**src/rtl/msk_pkg.sv**
```systemverilog
// msk_pkg: shared state type and elaboration-time helpers for the MSK modulator
package msk_pkg;
  typedef enum logic [1:0] {IDLE, RUN, STALL} state_t;
  localparam real PI = 3.14159265358979323846;
  function automatic int ph_w(int sps);
    return $clog2(4 * sps);
  endfunction
  // Rounded, saturated AMP*cos/sin of table entry idx; evaluated only at elaboration
  function automatic int rom_val(int idx, int sps, int amp, int iw, bit is_sin);
    int lim, v;
    real a, r;
    lim = amp < 2 ** (iw - 1) - 1 ? amp : 2 ** (iw - 1) - 1;
    a = 2.0 * PI * idx / (4 * sps);
    r = amp * (is_sin ? $sin(a) : $cos(a));
    v = r < 0.0 ? -$rtoi(0.5 - r) : $rtoi(r + 0.5);
    return v > lim ? lim : v < -lim ? -lim : v;
  endfunction
endpackage

```
**src/rtl/msk_modulator_if.sv**
```systemverilog
// msk_modulator_if: bit-stream input and I/Q sample output of the MSK modulator
interface msk_modulator_if #(parameter int IW = 16);
  logic en, bit_valid, bit_data, bit_ready;
  logic dout_valid, sym_valid, sym_bit, underrun;
  logic signed [IW-1:0] dout_i, dout_q;
  modport master (
    output en, bit_valid, bit_data,
    input bit_ready, dout_valid, dout_i, dout_q, sym_valid, sym_bit, underrun
  );
  modport slave (
    input en, bit_valid, bit_data,
    output bit_ready, dout_valid, dout_i, dout_q, sym_valid, sym_bit, underrun
  );
endinterface

```
**src/rtl/msk_sincos_rom.sv**
```systemverilog
// msk_sincos_rom: registered cos/sin lookup over one carrier cycle of 4*SPS phase steps
module msk_sincos_rom import msk_pkg::*; #(
  parameter int IW = 16,
  parameter int SPS = 20,
  parameter int AMP = 2 ** (IW - 1) - 1
) (
  input logic clk,
  input logic rst_n,
  input logic clr,
  input logic [ph_w(SPS)-1:0] idx,
  output logic signed [IW-1:0] cos_val,
  output logic signed [IW-1:0] sin_val
);
  logic signed [IW-1:0] cos_tbl [4*SPS];
  logic signed [IW-1:0] sin_tbl [4*SPS];
  for (genvar i = 0; i < 4 * SPS; i++) begin : g_tbl
    localparam logic signed [IW-1:0] C = IW'(rom_val(i, SPS, AMP, IW, 1'b0));
    localparam logic signed [IW-1:0] S = IW'(rom_val(i, SPS, AMP, IW, 1'b1));
    assign cos_tbl[i] = C;
    assign sin_tbl[i] = S;
  end
  always_ff @(posedge clk or negedge rst_n)
    if (!rst_n) begin
      cos_val <= '0;
      sin_val <= '0;
    end else begin
      cos_val <= clr ? '0 : cos_tbl[idx];
      sin_val <= clr ? '0 : sin_tbl[idx];
    end
endmodule

```
**src/rtl/msk_modulator.sv**
```systemverilog
// msk_modulator: continuous-phase MSK I/Q modulator fed by a valid/ready bit stream.
// Phase is an exact integer index stepping +-1 per sample; outputs lag ph by one cycle.
module msk_modulator import msk_pkg::*; #(
  parameter int IW = 16,
  parameter int SPS = 20,
  parameter int AMP = 2 ** (IW - 1) - 1
) (
  input logic clk,
  input logic rst_n,
  msk_modulator_if.slave bus
);
  localparam int PW = ph_w(SPS);
  localparam int KW = $clog2(SPS);
  localparam logic [PW-1:0] PH_MAX = PW'(4 * SPS - 1);
  localparam logic [KW-1:0] K_LAST = KW'(SPS - 1);
  localparam logic [KW-1:0] K_MID = KW'(SPS / 2 - 1);
  state_t state, state_nx;
  logic [PW-1:0] ph, ph_nx, ph_up, ph_dn;
  logic [KW-1:0] k, k_nx;
  logic cur_bit, cur_bit_nx, live, last, xfer;
  assign last = k == K_LAST;
  assign ph_up = ph == PH_MAX ? '0 : ph + 1'b1;
  assign ph_dn = ph == '0 ? PH_MAX : ph - 1'b1;
  // live keeps ready low until the first edge after reset release
  assign bus.bit_ready = live && (state == IDLE ? bus.en : state == STALL || (last && bus.en));
  assign xfer = bus.bit_valid && bus.bit_ready;
  always_comb begin
    state_nx = state;
    ph_nx = ph;
    k_nx = k;
    cur_bit_nx = cur_bit;
    if (xfer) begin
      state_nx = RUN;
      cur_bit_nx = bus.bit_data;
      k_nx = '0;
      ph_nx = bus.bit_data ? ph_up : ph_dn;
    end else if (state == RUN && !last) begin
      k_nx = k + 1'b1;
      ph_nx = cur_bit ? ph_up : ph_dn;
    end else if (state != IDLE && !bus.en) begin
      state_nx = IDLE;
      ph_nx = '0;
      k_nx = '0;
    end else if (state == RUN) begin
      state_nx = STALL;
    end
  end
  always_ff @(posedge clk or negedge rst_n)
    if (!rst_n) begin
      state <= IDLE;
      ph <= '0;
      k <= '0;
      cur_bit <= 1'b0;
      live <= 1'b0;
      bus.dout_valid <= 1'b0;
      bus.sym_valid <= 1'b0;
      bus.sym_bit <= 1'b0;
      bus.underrun <= 1'b0;
    end else begin
      state <= state_nx;
      ph <= ph_nx;
      k <= k_nx;
      cur_bit <= cur_bit_nx;
      live <= 1'b1;
      bus.dout_valid <= state != IDLE;
      bus.sym_valid <= state == RUN && k == K_MID;
      bus.sym_bit <= state == RUN && k == K_MID && cur_bit;
      bus.underrun <= state == RUN && last && bus.en && !xfer;
    end
  msk_sincos_rom #(.IW(IW), .SPS(SPS), .AMP(AMP)) u_rom (
    .clk(clk),
    .rst_n(rst_n),
    .clr(state == IDLE),
    .idx(ph),
    .cos_val(bus.dout_i),
    .sin_val(bus.dout_q)
  );
endmodule
```
**src/flat_wrapper.sv**
```systemverilog
// flat-port wrapper written by rule: the top's interface ports become plain ports
module msk_modulator_flat import msk_pkg::*;
#(
  parameter int IW = 16,
  parameter int SPS = 20,
  parameter int AMP = 2 ** (IW - 1) - 1
)
  (clk, rst_n, bus_en, bus_bit_valid, bus_bit_data, bus_bit_ready, bus_dout_valid, bus_dout_i, bus_dout_q, bus_sym_valid, bus_sym_bit, bus_underrun);
  msk_modulator_if #(.IW(IW)) bus_i ();
  input logic clk;
  input logic rst_n;
  input wire logic [$bits(bus_i.en)-1:0] bus_en;
  input wire logic [$bits(bus_i.bit_valid)-1:0] bus_bit_valid;
  input wire logic [$bits(bus_i.bit_data)-1:0] bus_bit_data;
  output wire logic [$bits(bus_i.bit_ready)-1:0] bus_bit_ready;
  output wire logic [$bits(bus_i.dout_valid)-1:0] bus_dout_valid;
  output wire logic [$bits(bus_i.dout_i)-1:0] bus_dout_i;
  output wire logic [$bits(bus_i.dout_q)-1:0] bus_dout_q;
  output wire logic [$bits(bus_i.sym_valid)-1:0] bus_sym_valid;
  output wire logic [$bits(bus_i.sym_bit)-1:0] bus_sym_bit;
  output wire logic [$bits(bus_i.underrun)-1:0] bus_underrun;
  assign bus_i.en = bus_en;
  assign bus_i.bit_valid = bus_bit_valid;
  assign bus_i.bit_data = bus_bit_data;
  assign bus_bit_ready = bus_i.bit_ready;
  assign bus_dout_valid = bus_i.dout_valid;
  assign bus_dout_i = bus_i.dout_i;
  assign bus_dout_q = bus_i.dout_q;
  assign bus_sym_valid = bus_i.sym_valid;
  assign bus_sym_bit = bus_i.sym_bit;
  assign bus_underrun = bus_i.underrun;
  msk_modulator #(.IW(IW), .SPS(SPS), .AMP(AMP)) u_core (.clk(clk), .rst_n(rst_n), .bus(bus_i));
endmodule
```
**config.mk**
```make
export PLATFORM = sky130hd
export DESIGN_NAME = msk_modulator_flat
export DESIGN_NICKNAME = d
export VERILOG_FILES = /design/src/rtl/msk_pkg.sv /design/src/rtl/msk_modulator_if.sv /design/src/rtl/msk_sincos_rom.sv /design/src/rtl/msk_modulator.sv /design/src/flat_wrapper.sv
export SDC_FILE = /design/constraint.sdc
export NUM_CORES = 1
export LEC_CHECK = 0
export CAP_MARGIN = 20
export CORE_UTILIZATION = 40
export CTS_CLUSTER_SIZE = 30
export DETAILED_ROUTE_END_ITERATION = 8
export PLACE_DENSITY = 0.66
export RECOVER_POWER = 50
export SLEW_MARGIN = 15
export SYNTH_ARGS = -nofsm -noshare
export SYNTH_HDL_FRONTEND = slang
export SYNTH_SLANG_ARGS = --single-unit
```
**constraint.sdc**
```tcl
create_clock -name clk -period 7 [get_ports clk]
set_clock_uncertainty 0.15 [all_clocks]
set_input_delay 1.05 -clock clk [delete_from_list [all_inputs] [get_ports clk]]
set_output_delay 1.05 -clock clk [all_outputs]
set_load 0.01 [all_outputs]
```
==> qor.yml, run 1 <==
outcome: "finished, violations left"
violations: "max-capacitance violations, max-slew violations"
route.detailed.drc: 0
synthesis.nets: 774
numCtsBuffers: 5
maxSlewHeadroom: -0.9820
wl_um: 22950
dr.pass1.iters: 7
numPortBuffers: 41
synth_cell_types: 79
min_period_ns: 4.032
hp-class: "reg2reg"
clkSinkCount: 52
path_cells: "buf_2, clkbuf_1"
startpoint_type: "primary input"
die_w_um: 120.5
nFillCells: 1387
hold_viol: 0
final_cell_mix: "nand2_1 (73), a21oi_1 (70), o21ai_0 (57), nor2_1 (49), dfrtp_1 (48)"
die_area_um2: 14530
drive_above_1_share: 0.06925
num-nets-final: 751
tritoncts: "built"
worst-path-buf-inv: 2
pin_count: 42
reg2regPathDepth: 7
worst_slew_pin_slew_ns: 2.973
drv_slew: 53
drt_iter0_markers: 1253
hold_buffers: 0
grt_pass1_vias: 5762
antenna_found_initial: 1
startpoint: "rst_n"
cts_setup_buffers: 0
seq_area_frac_synth: 0.2316
slowest_delay_ns: 2.10
min_path_cells: 2
cap_viol_max_count: 1
root_buffer: "clkbuf_16"
worstPathRequired_ns: 6.20
wl_per_cell_um: 25.55
die_height_um: 120.5
start_util: 0.4177
ys_warn_count: 0
hold_start: "u_core.k[1]$_DFFE_PN0P_"
grt_pass1_wl_um: 35460
async_flop_share: 1.000
grt_setup_unrepaired: "false"
syn_area_um2: 5619
cp.depth: 2
setup.worst_path.end_class: "async pin"
cp_top_family: "buffers and inverters"
cts_resized: 0
routed_via_density: 7.053
area_growth_pct: 7.682
crit_type: "in2async"
htree_levels: 2
synth_seq_cells: 52
netlist_top_cells_area: "dfrtp_1 (23%), a21oi_1 (6.2%), ha_1 (5.6%), o21ai_0 (5.1%), nand2_1 (4.9%)"
vias: 6334
post-route-period-util: 0.5760
synth_edf_count: 0
yosys.area.top_type: "dfrtp_1"
grt_overflow: 0
grtUsageTotal: 0.3240
cp.arrival_ns: 3.23
grt_max_degree: 93
final_common_cell: "nand2_1"
num_antenna_cells: 0
clk_latency_ns: 0.31
dpl.hpwl_um: 14930
clk_pin_slew_ns: 0.07
ant_nets: 0
core_area_um2: 13450
synth_top_area_share: 0.2316
finalSetupTns_ns: 0
worst_path_max_delay_cell: "clkbuf_1"
finalSetupViolCount: 0
path_max_fanout: 52
r2r_start: "u_core.ph[1]$_DFFE_PN0P_"
fmax_ghz: 0.2480
syn_avg_cell_area_um2: 7.553
synth_cells: 744
rows: 42
synth_ff_type: "dfrtp_1"
place_congestion: 0.9805
clockBufferDepth: 2
==> Yosys cell counts, types with 5 or more instances <==
| cell | number |
|---|---|
| inv_1 | 12 |
| o21ai_0 | 57 |
| buf_6 | 7 |
| a211oi_1 | 15 |
| mux2i_1 | 6 |
| and2_1 | 9 |
| ha_1 | 25 |
| a221oi_1 | 5 |
| o211ai_1 | 21 |
| a311oi_1 | 11 |
| buf_4 | 6 |
| o31ai_1 | 5 |
| or2_2 | 6 |
| a31oi_1 | 15 |
| dfrtp_1 | 52 |
| clkbuf_1 | 27 |
| nand3_1 | 46 |
| o221ai_1 | 7 |
| nand2_1 | 73 |
| and3_1 | 8 |
| nor2_1 | 49 |
| a21oi_1 | 70 |
| a32o_1 | 5 |
| mux4_2 | 6 |
| nand2b_1 | 23 |
| buf_2 | 40 |
| o311a_1 | 5 |
| nor2b_1 | 16 |
| nor3_1 | 19 |
| xnor2_1 | 5 |
==> flip-flops by register name (all words and copies together) (netlist names) <==
signal	cells
u_core.ph	7
u_core.u_rom.sin_val	16
u_core.bus.dout_valid	1
u_core.bus.sym_bit	1
u_core.cur_bit	1
u_core.bus.underrun	1
u_core.live	1
u_core.k	5
u_core.bus.sym_valid	1
u_core.state	2
u_core.u_rom.cos_val	16
==> stage by stage <==
step	cell area, um2	std cells	hold slack (ns)	util	worst slack (ns)
final	6051	898	0.3912	0.4498	2.968
after global routing	6051	898	0.4349	0.4498	2.048
after CTS	6058	898	0.3994	0.4503	3.241
after detailed placement	5894	890	0.3830	0.4382	3.263
after global placement	5894	890	0.3653	0.4382	3.342
after floorplan	5619	744	0.3460	-	4.141
==> cell type report <==
cell class	instances	area, um2	area share
well taps	176	220.2	0.03639
clock inverters	2	35.03	0.005790
clock buffers	6	128.9	0.02130
repair buffers	51	473.0	0.07816
flip-flops and latches	52	1309	0.2163
inverters	14	52.55	0.008685
multi-input cells	597	3832	0.6334
==> logic make-up after synthesis <==
kind of cell,share of synthesized area
mux,0.03941
compound gates,0.3284
xor+xnor,0.01091
fa+ha+maj,0.05567
other cells,0.0006674
flops,0.2316
buf+inv,0.08640
simple gates,0.2469
==> layer usage <==
layer | track usage | vias to the layer above | part of all wire
met4 | 0.1644 | 2 | 0.051
met2 | 0.4447 | 494 | 0.41
met5 | 0 | - | 0.00057
met3 | 0.08538 | 101 | 0.13
li1 | - | 2721 | -
met1 | 0.4611 | 3016 | 0.41
==> final timing paths <==
| kind | slack [ns] | to |
|---|---|---|
| worst max-delay path | 2.97 | u_core.ph[3]$_DFFE_PN0P_ |
| worst min-delay path | 0.39 | u_core.k[1]$_DFFE_PN0P_ |
| worst max register to register | 3.11 | u_core.u_rom.sin_val[7]$_DFF_PN0_ |
| worst min register to register | 0.39 | u_core.k[1]$_DFFE_PN0P_ |
| max in group clk | 3.11 | u_core.u_rom.sin_val[7]$_DFF_PN0_ |
| min in group asynchronous | 1.66 | u_core.u_rom.cos_val[12]$_DFF_PN0_ |
Power of run 1 is left out: the tool's default activity adds up to more than one toggle a clock period on the data nets, which glitch-free logic cannot reach.
==> inputs of run 2 (changes only) <==
--- a/config.mk
+++ b/config.mk
@@ -9,7 +9,7 @@
 export CORE_UTILIZATION = 40
 export CTS_CLUSTER_SIZE = 30
 export DETAILED_ROUTE_END_ITERATION = 8
-export PLACE_DENSITY = 0.66
+export PLACE_DENSITY = 0.68
 export RECOVER_POWER = 50
 export SLEW_MARGIN = 15
 export SYNTH_ARGS = -nofsm -noshare
==> constraint.sdc (replaced) <==
create_clock -name clk -period 3.3 [get_ports clk]
set_clock_uncertainty 0.15 [all_clocks]
set_input_delay 0.495 -clock clk [delete_from_list [all_inputs] [get_ports clk]]
set_output_delay 0.495 -clock clk [all_outputs]
set_load 0.01 [all_outputs]
==> run 2 against run 1 <==
The run now ends clean. Non-clock buffer count increased by 26. Utilization increased by 1.5 points. Die area unchanged. Critical path depth increased by 7. Sequential share of layout area decreased by 0.70 points. Wire length increased by 3.3%. First-iteration DRC count increased by 28%.
==> qor.yml, run 2 (synthesized netlist as in run 1, its figures left out) <==
outcome: "completed"
start_util: 0.4177  # unchanged
grt_pass1_vias: 6110  # +6.0%
wl_per_cell_um: 25.65  # +0.36%
worstPathRequired_ns: 3.35  # -2.85 ns
drive_above_1_share: 0.1029  # +0.03369
die_w_um: 120.5  # unchanged
final_common_cell: "nand2_1"
numCtsBuffers: 5  # unchanged
grt_pass1_wl_um: 36480  # +2.9%
drv_slew: 0  # -100%
clockBufferDepth: 2  # unchanged
cap_viol_max_count: 0  # -1
place_congestion: 1.045  # +6.6%
area_growth_pct: 11.29
dpl.hpwl_um: 16320  # +9.3%
top_regs: "u_core.u_rom.cos_val (16), u_core.u_rom.sin_val (16), u_core.ph (7)"
crit_type: "reg2reg"
core_area_um2: 13450  # unchanged
path_max_fanout: 13  # -75%
grtUsageTotal: 0.3338  # +0.009802
final_area_um2: 6254  # +3.3%
dr.pass1.iters: 6  # -1
tritoncts: "built"
cts_resized: 0  # unchanged
wl_um: 23700  # +3.3%
hold_buffers: 0  # unchanged
maxSlewHeadroom: 0.4397  # +1.422
antenna_found_initial: 0  # -1
min_period_ns: 2.910
dpl_worst_slack_ns: 0.5414  # -2.722 ns
fin_ws_ns: 0.3904  # -2.578 ns
die_area_um2: 14530  # unchanged
cp.arrival_ns: 2.96  # -0.27 ns
fmax_ghz: 0.3437
clk_latency_ns: 0.32  # about the same
root_buffer: "clkbuf_16"
grt_overflow: 0  # unchanged
hp-class: "in2async"
routed_via_density: 7.062  # +0.12%
grt_max_degree: 60  # -35%
die_height_um: 120.5  # unchanged
clk_pin_slew_ns: 0.08  # about the same
timing.hold.ws_ns: 0.03586  # -0.3553 ns
num-nets-final: 777  # +3.5%
route.detailed.drc: 0  # unchanged
cts_setup_buffers: 0  # unchanged
hold_viol: 0  # unchanged
worst_slew_pin_slew_ns: 0.8192  # -2.154 ns
setup.worst_path.end_class: "flop"
grt_setup_unrepaired: "false"
finalSetupTns_ns: 0  # unchanged
post-route-period-util: 0.8817
finalSetupViolCount: 0  # unchanged
ant_nets: 0  # unchanged
clkSinkCount: 52  # unchanged
pin_count: 42  # unchanged
num_antenna_cells: 0  # unchanged
final_cell_mix: "nand2_1 (73), a21oi_1 (70), o21ai_0 (57), nor2_1 (49), dfrtp_1 (48)"
startpoint_type: "flop"
rows: 42  # unchanged
numPortBuffers: 41  # unchanged
vias: 6525  # +3.0%
placed_area_um2: 6115  # +3.7%
drt_iter0_markers: 1600  # +28%
htree_levels: 2  # unchanged
run 2: metrics by stage:
stage	std cells	util
after floorplan	744	-
after global placement	916	0.4545
after detailed placement	916	0.4545
after CTS	924	0.4652
after global routing	924	0.4648
final	924	0.4648
run 2: area by class of cell:
| cell class | instances | area, um2 |
|---|---|---|
| clock buffers | 5 | 125.1 |
| clock inverters | 3 | 18.77 |
| multi-input cells | 597 | 3832 |
| repair buffers | 77 | 695.7 |
| fillers | 1369 | 7199 |
| flip-flops and latches | 52 | 1309 |
| well taps | 176 | 220.2 |
| inverters | 14 | 52.55 |
run 2: worst max-delay path, cell delays in order (launching register included):
cell	delay [ns]
dfrtp_1	0.39
inv_1	0.22
buf_4	0.20
ha_1	0.45
inv_1	0.14
ha_1	0.22
nor2_1	0.29
a21oi_1	0.08
mux4_2	0.46
a21o_1	0.19
run 2: layer usage:
metal,wire length (um),global-route usage,share of wire
met1,9354,0.4489,0.39
met2,9852,0.4720,0.42
met3,3349,0.1024,0.14
met4,1141,0.1836,0.048
met5,0,0,0
run 2: final timing paths:
kind / start / to / slack [ns] / cells after the start
setup reg to reg: u_core.ph[0]$_DFFE_PN0P_ / u_core.u_rom.cos_val[4]$_DFF_PN0_ / 0.39 / 9
hold reg to reg: u_core.k[1]$_DFFE_PN0P_ / u_core.k[1]$_DFFE_PN0P_ / 0.40 / 2
setup / recovery: u_core.ph[0]$_DFFE_PN0P_ / u_core.u_rom.cos_val[4]$_DFF_PN0_ / 0.39 / 9
hold / removal: rst_n / u_core.bus.underrun$_DFF_PN0_ / 0.04 / 1
min in group clk: u_core.k[1]$_DFFE_PN0P_ / u_core.k[1]$_DFFE_PN0P_ / 0.40 / 2
max in group asynchronous: rst_n / u_core.cur_bit$_DFFE_PN0N_ / 1.99 / 2
Power of run 2 is left out for the same reason.
